## config.mk

```make
export PLATFORM = sky130hd
export DESIGN_NAME = codec_spi_word_xfer
export DESIGN_NICKNAME = d
export VERILOG_FILES = /design/src/rtl/codec_spi_word_xfer.sv
export SDC_FILE = /design/constraint.sdc
export NUM_CORES = 1
export LEC_CHECK = 0
export CORE_UTILIZATION = 40
export DETAILED_ROUTE_END_ITERATION = 6
export PLACE_DENSITY = 0.72
export SYNTH_ARGS = -nofsm -noshare
export SYNTH_HDL_FRONTEND = slang
export SYNTH_SLANG_ARGS = --single-unit
```

## constraint.sdc

```tcl
create_clock -name iCLK_50 -period 5.6 [get_ports iCLK_50]
set_clock_uncertainty 0.1 [all_clocks]
set_input_delay 0.84 -clock iCLK_50 [delete_from_list [all_inputs] [get_ports iCLK_50]]
set_output_delay 0.84 -clock iCLK_50 [all_outputs]
set_load 0.01 [all_outputs]
```

## src/rtl/codec_spi_word_xfer.sv

```systemverilog
// Single-word SPI transaction engine for the audio codec control port.
// Serialises one 16-bit command word on CS_n/SCLK/DIN and captures DOUT.
// A verified write runs a second read-back transaction and compares
// the returned byte with the written data byte.
module codec_spi_word_xfer #(
    parameter int unsigned CLK_DIV = 25
) (
    input  logic        iCLK_50,
    input  logic        iRESET_n,
    input  logic        iSTART,
    input  logic [15:0] iWORD,
    input  logic        iVERIFY,
    output logic        oREADY,
    output logic        oDONE,
    output logic [7:0]  oRDATA,
    output logic        oMATCH,
    output logic        oCS_n,
    output logic        oSCLK,
    output logic        oDIN,
    input  logic        iDOUT
);

    typedef enum logic [2:0] {
        StIdle,
        StLead,
        StLow,
        StHigh,
        StTrail,
        StDone
    } state_e;

    localparam logic [15:0] DivLast = 16'(CLK_DIV - 32'd1);

    state_e      state_q, state_d;
    logic [15:0] div_q, div_d;
    logic [15:0] tx_q, tx_d;
    logic [15:0] rx_q, rx_d;
    logic [4:0]  bit_cnt_q, bit_cnt_d;
    logic        phase_q, phase_d;
    logic        verify_q, verify_d;
    logic [7:0]  wdata_q, wdata_d;
    logic [6:0]  addr_q, addr_d;

    logic        cs_n_q, cs_n_d;
    logic        sclk_q, sclk_d;
    logic        din_q, din_d;
    logic        ready_q, ready_d;
    logic        done_q, done_d;
    logic [7:0]  rdata_q, rdata_d;
    logic        match_q, match_d;

    logic        div_end;

    assign div_end = (div_q == DivLast);

    // Next-state, datapath and output decode; outputs are derived from the
    // next state so that every pin is driven straight from a flop.
    always_comb begin
        state_d   = state_q;
        div_d     = div_q + 16'd1;
        tx_d      = tx_q;
        rx_d      = rx_q;
        bit_cnt_d = bit_cnt_q;
        phase_d   = phase_q;
        verify_d  = verify_q;
        wdata_d   = wdata_q;
        addr_d    = addr_q;
        rdata_d   = rdata_q;
        match_d   = match_q;

        unique case (state_q)
            StIdle: begin
                if (iSTART) begin
                    tx_d      = iWORD;
                    verify_d  = iVERIFY & ~iWORD[8];
                    wdata_d   = iWORD[7:0];
                    addr_d    = iWORD[15:9];
                    phase_d   = 1'b0;
                    bit_cnt_d = 5'd0;
                    state_d   = StLead;
                end
            end
            StLead: begin
                if (div_end) begin
                    state_d = StLow;
                end
            end
            StLow: begin
                // DOUT is taken on the same edge that raises SCLK
                if (div_end) begin
                    rx_d    = {rx_q[14:0], iDOUT};
                    state_d = StHigh;
                end
            end
            StHigh: begin
                if (div_end) begin
                    tx_d      = {tx_q[14:0], 1'b0};
                    bit_cnt_d = bit_cnt_q + 5'd1;
                    state_d   = (bit_cnt_q == 5'd15) ? StTrail : StLow;
                end
            end
            StTrail: begin
                if (div_end) begin
                    if (!phase_q && verify_q) begin
                        // Read-back of the address just written
                        tx_d      = {addr_q, 1'b1, 8'hFF};
                        phase_d   = 1'b1;
                        bit_cnt_d = 5'd0;
                        state_d   = StLead;
                    end else begin
                        rdata_d = rx_q[7:0];
                        match_d = phase_q && (rx_q[7:0] == wdata_q);
                        state_d = StDone;
                    end
                end
            end
            StDone: begin
                state_d = StIdle;
            end
            default: begin
                state_d = StIdle;
            end
        endcase

        // Divider restarts on every state entry
        if (state_d != state_q) begin
            div_d = 16'd0;
        end

        cs_n_d  = !((state_d == StLow) || (state_d == StHigh));
        sclk_d  = !((state_d == StLead) || (state_d == StLow));
        din_d   = ((state_d == StLow) || (state_d == StHigh)) ? tx_d[15] : 1'b0;
        ready_d = (state_d == StIdle);
        done_d  = (state_d == StDone);
    end

    // State and output registers with synchronous active-low reset.
    always_ff @(posedge iCLK_50) begin
        if (!iRESET_n) begin
            state_q   <= StIdle;
            div_q     <= 16'd0;
            tx_q      <= 16'd0;
            rx_q      <= 16'd0;
            bit_cnt_q <= 5'd0;
            phase_q   <= 1'b0;
            verify_q  <= 1'b0;
            wdata_q   <= 8'd0;
            addr_q    <= 7'd0;
            cs_n_q    <= 1'b1;
            sclk_q    <= 1'b1;
            din_q     <= 1'b0;
            ready_q   <= 1'b1;
            done_q    <= 1'b0;
            rdata_q   <= 8'd0;
            match_q   <= 1'b0;
        end else begin
            state_q   <= state_d;
            div_q     <= div_d;
            tx_q      <= tx_d;
            rx_q      <= rx_d;
            bit_cnt_q <= bit_cnt_d;
            phase_q   <= phase_d;
            verify_q  <= verify_d;
            wdata_q   <= wdata_d;
            addr_q    <= addr_d;
            cs_n_q    <= cs_n_d;
            sclk_q    <= sclk_d;
            din_q     <= din_d;
            ready_q   <= ready_d;
            done_q    <= done_d;
            rdata_q   <= rdata_d;
            match_q   <= match_d;
        end
    end

    assign oCS_n  = cs_n_q;
    assign oSCLK  = sclk_q;
    assign oDIN   = din_q;
    assign oREADY = ready_q;
    assign oDONE  = done_q;
    assign oRDATA = rdata_q;
    assign oMATCH = match_q;

endmodule

```

==> results by stage, run 1 <==
Clocking:
- Counting the buffers created by CTS gives 9.
- The later pin in the worst-skew pair is clocked with a latency of roughly 0.35 ns.
- The number of buffers inserted by post-CTS setup repair is 0.
- The clock slew seen by the registers of the worst setup and hold paths is 0.08 ns.
- After clock tree synthesis, the flow added hold-fix buffers numbering 0.
- The H-tree depth is 3.
- In this run, post-CTS repair resized a total of 0 instances.
- In this run the deepest clock path goes through 2 buffers.
- The cell at the root of the clock tree is sky130_fd_sc_hd__clkbuf_8.
- The TritonCTS sink count is a little under 80.
- The clock tree from TritonCTS is yes.

Pwr:
- Summed over all cells, the static leakage comes to 1.37 nW.
- Of the total power, the share spent switching nets is 0.236.
- The logic gate share of total power is 0.066.
- The share of total power dissipated in the clock network is 0.400.
- The total power density per cell area is 275 mW/mm².
- Summed over all nets, the switching power comes to ~0.26 mW.
- VDD sags by at most 0.140 mV.
- The internal power component is around 0.84 mW.
- The share of total power dissipated in sequential elements is 0.534.

Die:
- The core outline area is between 0.008 and 0.009 mm².
- The die boundary height is 94.4 µm.
- For this configuration, the core starts out at a cell density of 0.415.
- The top-level port count is 35.
- The overall die area is 0.00890 mm².
- The die outline width is ~94 µm.
- The initialized floorplan defines 33 standard-cell rows.

Hold path:
- The worst hold path class is flip-flop to flip-flop.
- Counting instances, the worst hold path has a depth of 2.

Timing:
- Adding up every negative setup slack in the final design gives 0 ns.
- The final count of pins violating max slew is 0.
- Setup repair after global routing left no endpoint under its margin.
- Timing would allow up to 318 MHz.
- The final critical path time including I/O delays and setup is 3.14 ns.
- The final setup violation count is 0.
- The slew at the pin closest to its max-slew limit is between 1 and 1.5 ns.
- The final hold violation count came to 0.
- Measured against its own limit, the worst slew margin works out to 0.203.
- In the finished design, the share of the clock period the worst path needs comes to 0.561.

Yosys:
- The cell type with the highest aggregate area in the netlist is sky130_fd_sc_hd__dfxtp_1.
- Each instance of the synthesized netlist takes up on average slightly below 9 µm².
- The share of synthesized area in the top cell type comes to 0.464.
- When the netlist entered floorplanning its net count stood at approximately 410.
- Counting flops and latches in the post-synthesis netlist gives 79.
- The cell count after synthesis is 388.
- The synthesized netlist contains 48 unique library cells.
- Among all flip-flop cells after synthesis, the most frequent one is sky130_fd_sc_hd__dfxtp_1.
- The Yosys step of the flow raised 0 warnings.
- For this run, the register share of the synthesized area comes to 0.464.
- The mapped netlist covers roughly 0.0034 mm².
- By area the synthesized netlist is led by sky130_fd_sc_hd__dfxtp_1, sky130_fd_sc_hd__nand2_1, sky130_fd_sc_hd__a21oi_1, sky130_fd_sc_hd__nor2_1, sky130_fd_sc_hd__xor2_1.
- The share of async-settable or async-resettable flops after synthesis is 0.
- The number of enable flip-flop cells after synthesis is 0.

Worst setup path:
- The element type at the critical path start is an input port.
- The sort of element at the end of the critical path is a flip-flop.
- The critical path is of the input port to flip-flop type.
- STA puts the critical path data arrival time at 3.26 ns.
- The required time at the worst-slack endpoint is ~5.7 ns.
- The worst register-to-register path has a depth of 5.
- The worst-path maximum fanout is 17.

Layout:
- The fraction of final layout cells sized beyond drive strength 1 is 0.0887.
- The finished layout holds 522 standard cells, fillers aside.
- The area growth from synthesis to layout is 17.1%.
- The finished layout cell area is 0.00400 mm².
- The number of antenna diodes in the final layout is 0.
- In the final design database the tool counted 437 nets.

Place:
- The post-detailed-placement cell area is 0.00379 mm².
- The number of instances in the placed design is 506.
- Routability-driven placement finished with a final weighted congestion of ~0.8.
- The number of input and output port buffers inserted is 34.
- The estimated wirelength of the detail-placed design is about 4.7 mm.

Outcome:
- The flow ran to the end, and the final reports show no timing, DRC or antenna violations.

Route:
- For this block, the initial DRC count from the detailed router was 113.
- The first-pass iteration count of the detailed router is 5.
- The residual DRC count is 0.
- For this block, the routed nets add up to 6.99 mm of wire.
- In the final routed layout, each cell accounts on average for about 13 µm.
- The count of nets left with antenna violations after detail routing is 0.
- Dividing the detail-routed via count by the number of cells gives 5.28.
- The total via count after detailed routing is about 2800.

Global routing:
- The initial antenna violation count is 0.
- The via count of the first global-routing pass came to 2534.
- Entering global routing, the biggest net connects 56 pins.
- The final global-route overflow total is 0.
- The wire length of the first global-routing pass is 12.0 mm.
- The total global routing track utilization is 0.172.

Job:
- The max-cap violation count is 0.
==> path summary, 6_finish.rpt <==
| path | startpoint | end | slack (ns) |
|---|---|---|---|
| worst max-delay path | iSTART | tx_q[0]$_SDFFE_PN0P_ | 2.46 |
| worst min-delay path | tx_q[6]$_SDFFE_PN0P_ | tx_q[6]$_SDFFE_PN0P_ | 0.36 |
| worst min register to register | tx_q[6]$_SDFFE_PN0P_ | tx_q[6]$_SDFFE_PN0P_ | 0.36 |
| worst max register to register | state_q[0]$_SDFF_PN0_ | tx_q[0]$_SDFFE_PN0P_ | 2.94 |
==> logic make-up after synthesis <==
group	count (synthesis)	synth area share
xor gates and xnor gates	22	0.0565
adders and majority gates	4	0.0147
DFF	79	0.464
buffers and inverters	30	0.0422
AOI/OAI and AO/OA	73	0.147
and+or+nand+nor	171	0.250
muxes	9	0.0264
==> metrics by stage <==
step	worst slack [ns]	hold slack, ns	power (mW)	utilization
global route	2.15	0.378	1.15	0.486
CTS	2.43	0.357	1.11	0.486
floorplan	3.39	0.330	0.643	-
detailed placement	2.06	0.346	0.673	0.461
global placement	2.12	0.341	0.671	0.461
finish	2.46	0.356	1.10	0.486
==> placed cells by master, fill, tap and decap left out, types with 3 or more instances in the layout <==
master,count
sky130_fd_sc_hd__nand2_1,76
sky130_fd_sc_hd__nor2_1,37
sky130_fd_sc_hd__a221oi_1,9
sky130_fd_sc_hd__ha_1,4
sky130_fd_sc_hd__clkdlybuf4s50_1,34
sky130_fd_sc_hd__xor2_1,14
sky130_fd_sc_hd__xnor2_1,8
sky130_fd_sc_hd__a41oi_2,6
sky130_fd_sc_hd__and3_1,7
sky130_fd_sc_hd__nand3b_1,3
sky130_fd_sc_hd__nor3_1,6
sky130_fd_sc_hd__nand3_1,17
sky130_fd_sc_hd__nand4_1,4
sky130_fd_sc_hd__dfxtp_1,79
sky130_fd_sc_hd__a21oi_1,40
sky130_fd_sc_hd__mux2i_1,9
sky130_fd_sc_hd__clkbuf_8,11
sky130_fd_sc_hd__o21ai_0,6
sky130_fd_sc_hd__inv_1,7
==> sequential cells by signal, summed over array words and instances, names as in the netlist <==
| signal | flops |
|---|---|
| phase_q | 1 |
| bit_cnt_q | 5 |
| rx_q | 8 |
| div_q | 16 |
| oRDATA | 8 |
| oCS_n | 1 |
| wdata_q | 8 |
| verify_q | 1 |
| addr_q | 7 |
| oDIN | 1 |
| oREADY | 1 |
| oSCLK | 1 |
| oMATCH | 1 |
| tx_q | 16 |
| oDONE | 1 |
| state_q | 3 |
==> synth_stat cells (all sizes together) (2+ instances only) <==
cell type / instances
nand3: 17
nor3: 7
a221oi: 9
and3: 7
o21ai: 7
nand3b: 3
nor4b: 2
nor4: 3
dfxtp: 79
nor2: 38
and4: 3
nand4: 5
a211oi: 2
mux2i: 9
xor2: 14
a21oi: 41
a41oi: 6
clkbuf: 13
inv: 7
nor3b: 2
o211ai: 2
xnor2: 8
buf: 10
nand2: 76
and3b: 2
ha: 4
==> cell type report <==
cell class	instances	area (µm²)
Fill cell	773	4220
Multi-Input combinational cell	279	1690
Sequential cell	79	1580
Timing Repair Buffer	36	355
Clock buffer	11	151
Tap cell	105	131
Clock inverter	5	56.3
Inverter	7	26.3
==> power by group through the flow <==
stage | combinational (mW) | clock [mW] | sequential (mW)
5_1_grt | 0.0809 | 0.474 | 0.590
3_3_place_gp | 0.0714 | 0 | 0.600
6_report | 0.0725 | 0.439 | 0.587
4_1_cts | 0.0729 | 0.447 | 0.587
2_1_floorplan | 0.0454 | 0 | 0.598
3_5_place_dp | 0.0726 | 0 | 0.600
==> layer usage <==
layer | global-route usage | routed length, µm
met4 | 0.0513 | 79
met1 | 0.220 | 3350
met3 | 0.0475 | 281
met5 | 0 | 0
met2 | 0.281 | 3280
==> worst max-delay path: stages <==
cell,delay [ns]
sky130_fd_sc_hd__clkdlybuf4s50_1,0.54
sky130_fd_sc_hd__nor4b_2,0.98
sky130_fd_sc_hd__buf_4,0.36
sky130_fd_sc_hd__a21oi_1,0.17
sky130_fd_sc_hd__a221oi_1,0.30
sky130_fd_sc_hd__nor2_1,0.06
Note: power is estimated with default switching activity, not from simulation.
==> inputs of run 2 (changes only) <==
- PLACE_DENSITY: 0.72 -> 0.74
- clock period: 5.6 -> 2.6 ns (I/O delays scaled with it)
==> results by stage, run 2 (synthesis results as in run 1) <==
Layout:
- In the final design database the tool counted 445 nets.
- The end-of-flow core utilization is 0.492.
- Of the cells placed in the final design, the portion with a size suffix greater than 1 is 0.104.
- In the layout the commonest cells are sky130_fd_sc_hd__dfxtp_1, sky130_fd_sc_hd__nand2_1, sky130_fd_sc_hd__a21oi_1.
- The number of antenna diodes in the final layout is 0.
- Fill cells in the final layout number 770.
- The most common cell after layout, fill and taps aside is sky130_fd_sc_hd__dfxtp_1.
- The area growth from synthesis to layout is 18.5%.
- The largest registers in the layout are div_q x16, tx_q x16.
- The finished layout cell area is 0.00404 mm².

Clocking:
- The number of clock buffers added by TritonCTS is 9.
- The clock drives 79 sinks.
- Clock tree synthesis selected as its root buffer the cell sky130_fd_sc_hd__clkbuf_8.
- The number of gates resized after CTS was 0.
- The clock tree from TritonCTS is yes.
- After clock tree synthesis, the flow added hold-fix buffers numbering 0.
- CTS built an H-tree with a depth of 3.
- The number of setup buffers added after CTS is 0.
- The clock slew seen by the registers of the worst setup and hold paths is ~0.09 ns.
- The clock latency on the worst-skew pair is ~0.36 ns.
- In this run the deepest clock path goes through 2 buffers.

Worst setup path:
- The standard cell with the maximum stage delay on the critical path is sky130_fd_sc_hd__and3_1.
- The largest stage delay on the critical path is 0.54 ns.
- The endpoint arrival time on the critical path is 2.40 ns.
- Broken down by cell family, the worst path's largest delay share belongs to simple AND/OR/NAND/NOR gates.
- The worst register-to-register path has a depth of 7.
- The kind of critical path is flip-flop to flip-flop.
- The flop-to-flop setup slack is 0.33 ns.
- The element type at the critical path start is a flip-flop.
- In this run the critical register-to-register path is captured at oRDATA[2]$_SDFFE_PN0P_.
- The worst flop-to-flop path startpoint is div_q[0]$_SDFF_PP0_.
- Traced cell by cell, the critical path runs through inv_1 -> ha_1 -> and4bb_2 -> and4_4 -> and3_1 -> mux2i_1 -> nor2_1.
- The combined buffer and inverter count along the critical path is 1.
- The worst setup path is captured at a flip-flop.
- The worst-path maximum fanout is 22.
- Data on the critical path is required at its endpoint by 2.73 ns.

Pwr:
- In this run the static leakage power is about 1.4 nW.
- The peak supply drop is 0.280 mV.
- The total power density per cell area is just under 600 mW/mm².
- The total design power is roughly 2.3 mW.

Place:
- Summed over all nets, the half-perimeter wirelength after detailed placement is 4.84 mm.
- The congestion estimate from routability-driven global placement came to 0.790.
- The number of input and output port buffers inserted is 34.
- The placed instances occupy a cell area of 0.00385 mm².

Hold path:
- Counting instances, the worst hold path has a depth of 2.
- The start point of the worst min-delay path is tx_q[6]$_SDFFE_PN0P_.
- The worst hold path terminates at tx_q[6]$_SDFFE_PN0P_.
- The worst hold path class is flip-flop to flip-flop.

Global routing:
- For this run, the total global-route usage over all layers was measured as 0.169.
- The final global-route overflow total is 0.
- The initial antenna violation count is 0.
- The first global-routing pass estimated 11.7 mm of wire.
- The via count of the first global-routing pass is 2564.
- The maximum number of pins on one net before global-route repair is 56.

Timing:
- The final count of pins violating max slew is 0.
- The final hold violation count is 0.
- The final worst-path cycle share is 0.874.
- Setup repair after global routing left no endpoint under its margin.
- The final setup violation count is 0.
- The setup TNS is 0 ns.
- The final critical path time including I/O delays and setup is 2.27 ns.
- Static timing analysis puts the maximum clock frequency at about 440 MHz.
- Measured against its own limit, the worst slew margin works out to 0.525.
- Hold timing on the final database bottoms out at a slack of 0.357 ns.
- The slew at the pin closest to its max-slew limit is 0.712 ns.

Die:
- The overall die area is 0.00890 mm².
- The die outline width is 94.4 µm.
- In this run the standard cell core region covers 0.00822 mm².
- The top-level port count is 35.
- In this run the core area contains 33 standard-cell rows.
- The die is 94.4 µm tall.
- The initial utilization of the core area, before any placement, comes to 0.415.

Outcome:
- The flow ran to the end, and the final reports show no timing, DRC or antenna violations.

Route:
- After detailed routing, the average wire length per cell comes to 13.1 µm.
- The detail route stage leaves a number of antenna-violating nets equal to 0.
- The first detailed-routing pass ran for 4 iterations.
- The residual DRC count is 0.
- The number of DRC markers in iteration 0 is 115.
- The total via count after detailed routing is 2764.
- The total length of routed wires is 6.95 mm.
- Dividing the detail-routed via count by the number of cells gives 5.22.

Job:
- The max-cap violation count is 0.
==> run 2: changes by cell type in the layout (fill, tap and decap cells not counted), sizes merged <==
cell    delta
buf        +8
clkbuf     -1
inv        +1
==> run 2: how the worst max path moves through the flow <==
stage,startpoint,end,cells after the start
6_report,div_q[0]$_SDFF_PP0_,oRDATA[2]$_SDFFE_PN0P_,7
5_1_grt,div_q[0]$_SDFF_PP0_,oRDATA[2]$_SDFFE_PN0P_,7
4_1_cts,div_q[0]$_SDFF_PP0_,oRDATA[2]$_SDFFE_PN0P_,7
3_5_place_dp,iSTART,bit_cnt_q[4]$_SDFFE_PN0P_,6
3_3_place_gp,iSTART,bit_cnt_q[4]$_SDFFE_PN0P_,6
2_1_floorplan,div_q[0]$_SDFF_PP0_,tx_q[10]$_SDFFE_PN0P_,9
==> run 2: where the power goes <==
| part | internal, mW | total [mW] | switching (mW) |
|---|---|---|---|
| sequential | 1.24 | 1.27 | 0.0225 |
| clock | 0.449 | 0.910 | 0.462 |
| combinational | 0.0773 | 0.160 | 0.0826 |
| total | 1.77 | 2.34 | 0.567 |
==> run 2: cell type report <==
class,instances,area (µm²),share of cell area
clock buffer,10,128,0.0316
clock inverter,6,68.8,0.0170
inverter,7,26.3,0.00650
multi-input combinational,279,1690,0.419
sequential,79,1580,0.391
tap,105,131,0.0325
timing repair buffer,44,415,0.103
==> run 2: metrics by stage <==
stage / std cells / setup slack [ns]
finish: 530 / 0.328
floorplan: 388 / 0.660
detailed placement: 514 / 0.256
global placement: 514 / 0.332
global route: 530 / 0.191
CTS: 530 / 0.317
==> run 2: layer usage <==
metal / wire length [µm] / global-route usage / share of wire / vias up
li1: - / - / - / 1409
met1: 3180 / 0.213 / 0.46 / 1297
met2: 3390 / 0.283 / 0.49 / 46
met3: 244 / 0.0338 / 0.035 / 12
met4: 131 / 0.0692 / 0.019 / 0
met5: 0 / 0 / 0 / -
==> run 2: worst register-to-register path, cell delays in order, from the launching register on <==
cell	delay [ns]
sky130_fd_sc_hd__dfxtp_1	0.33
sky130_fd_sc_hd__inv_1	0.06
sky130_fd_sc_hd__ha_1	0.15
sky130_fd_sc_hd__and4bb_2	0.25
sky130_fd_sc_hd__and4_4	0.39
sky130_fd_sc_hd__and3_1	0.55
sky130_fd_sc_hd__mux2i_1	0.27
sky130_fd_sc_hd__nor2_1	0.06
==> inputs of run 3 (changes only) <==
- CAP_MARGIN: default -> 15
- SKIP_CTS_REPAIR_TIMING: default -> 1
==> results of run 3 <==
Same layout as run 2: the final DEF is identical, and so are final timing and power.
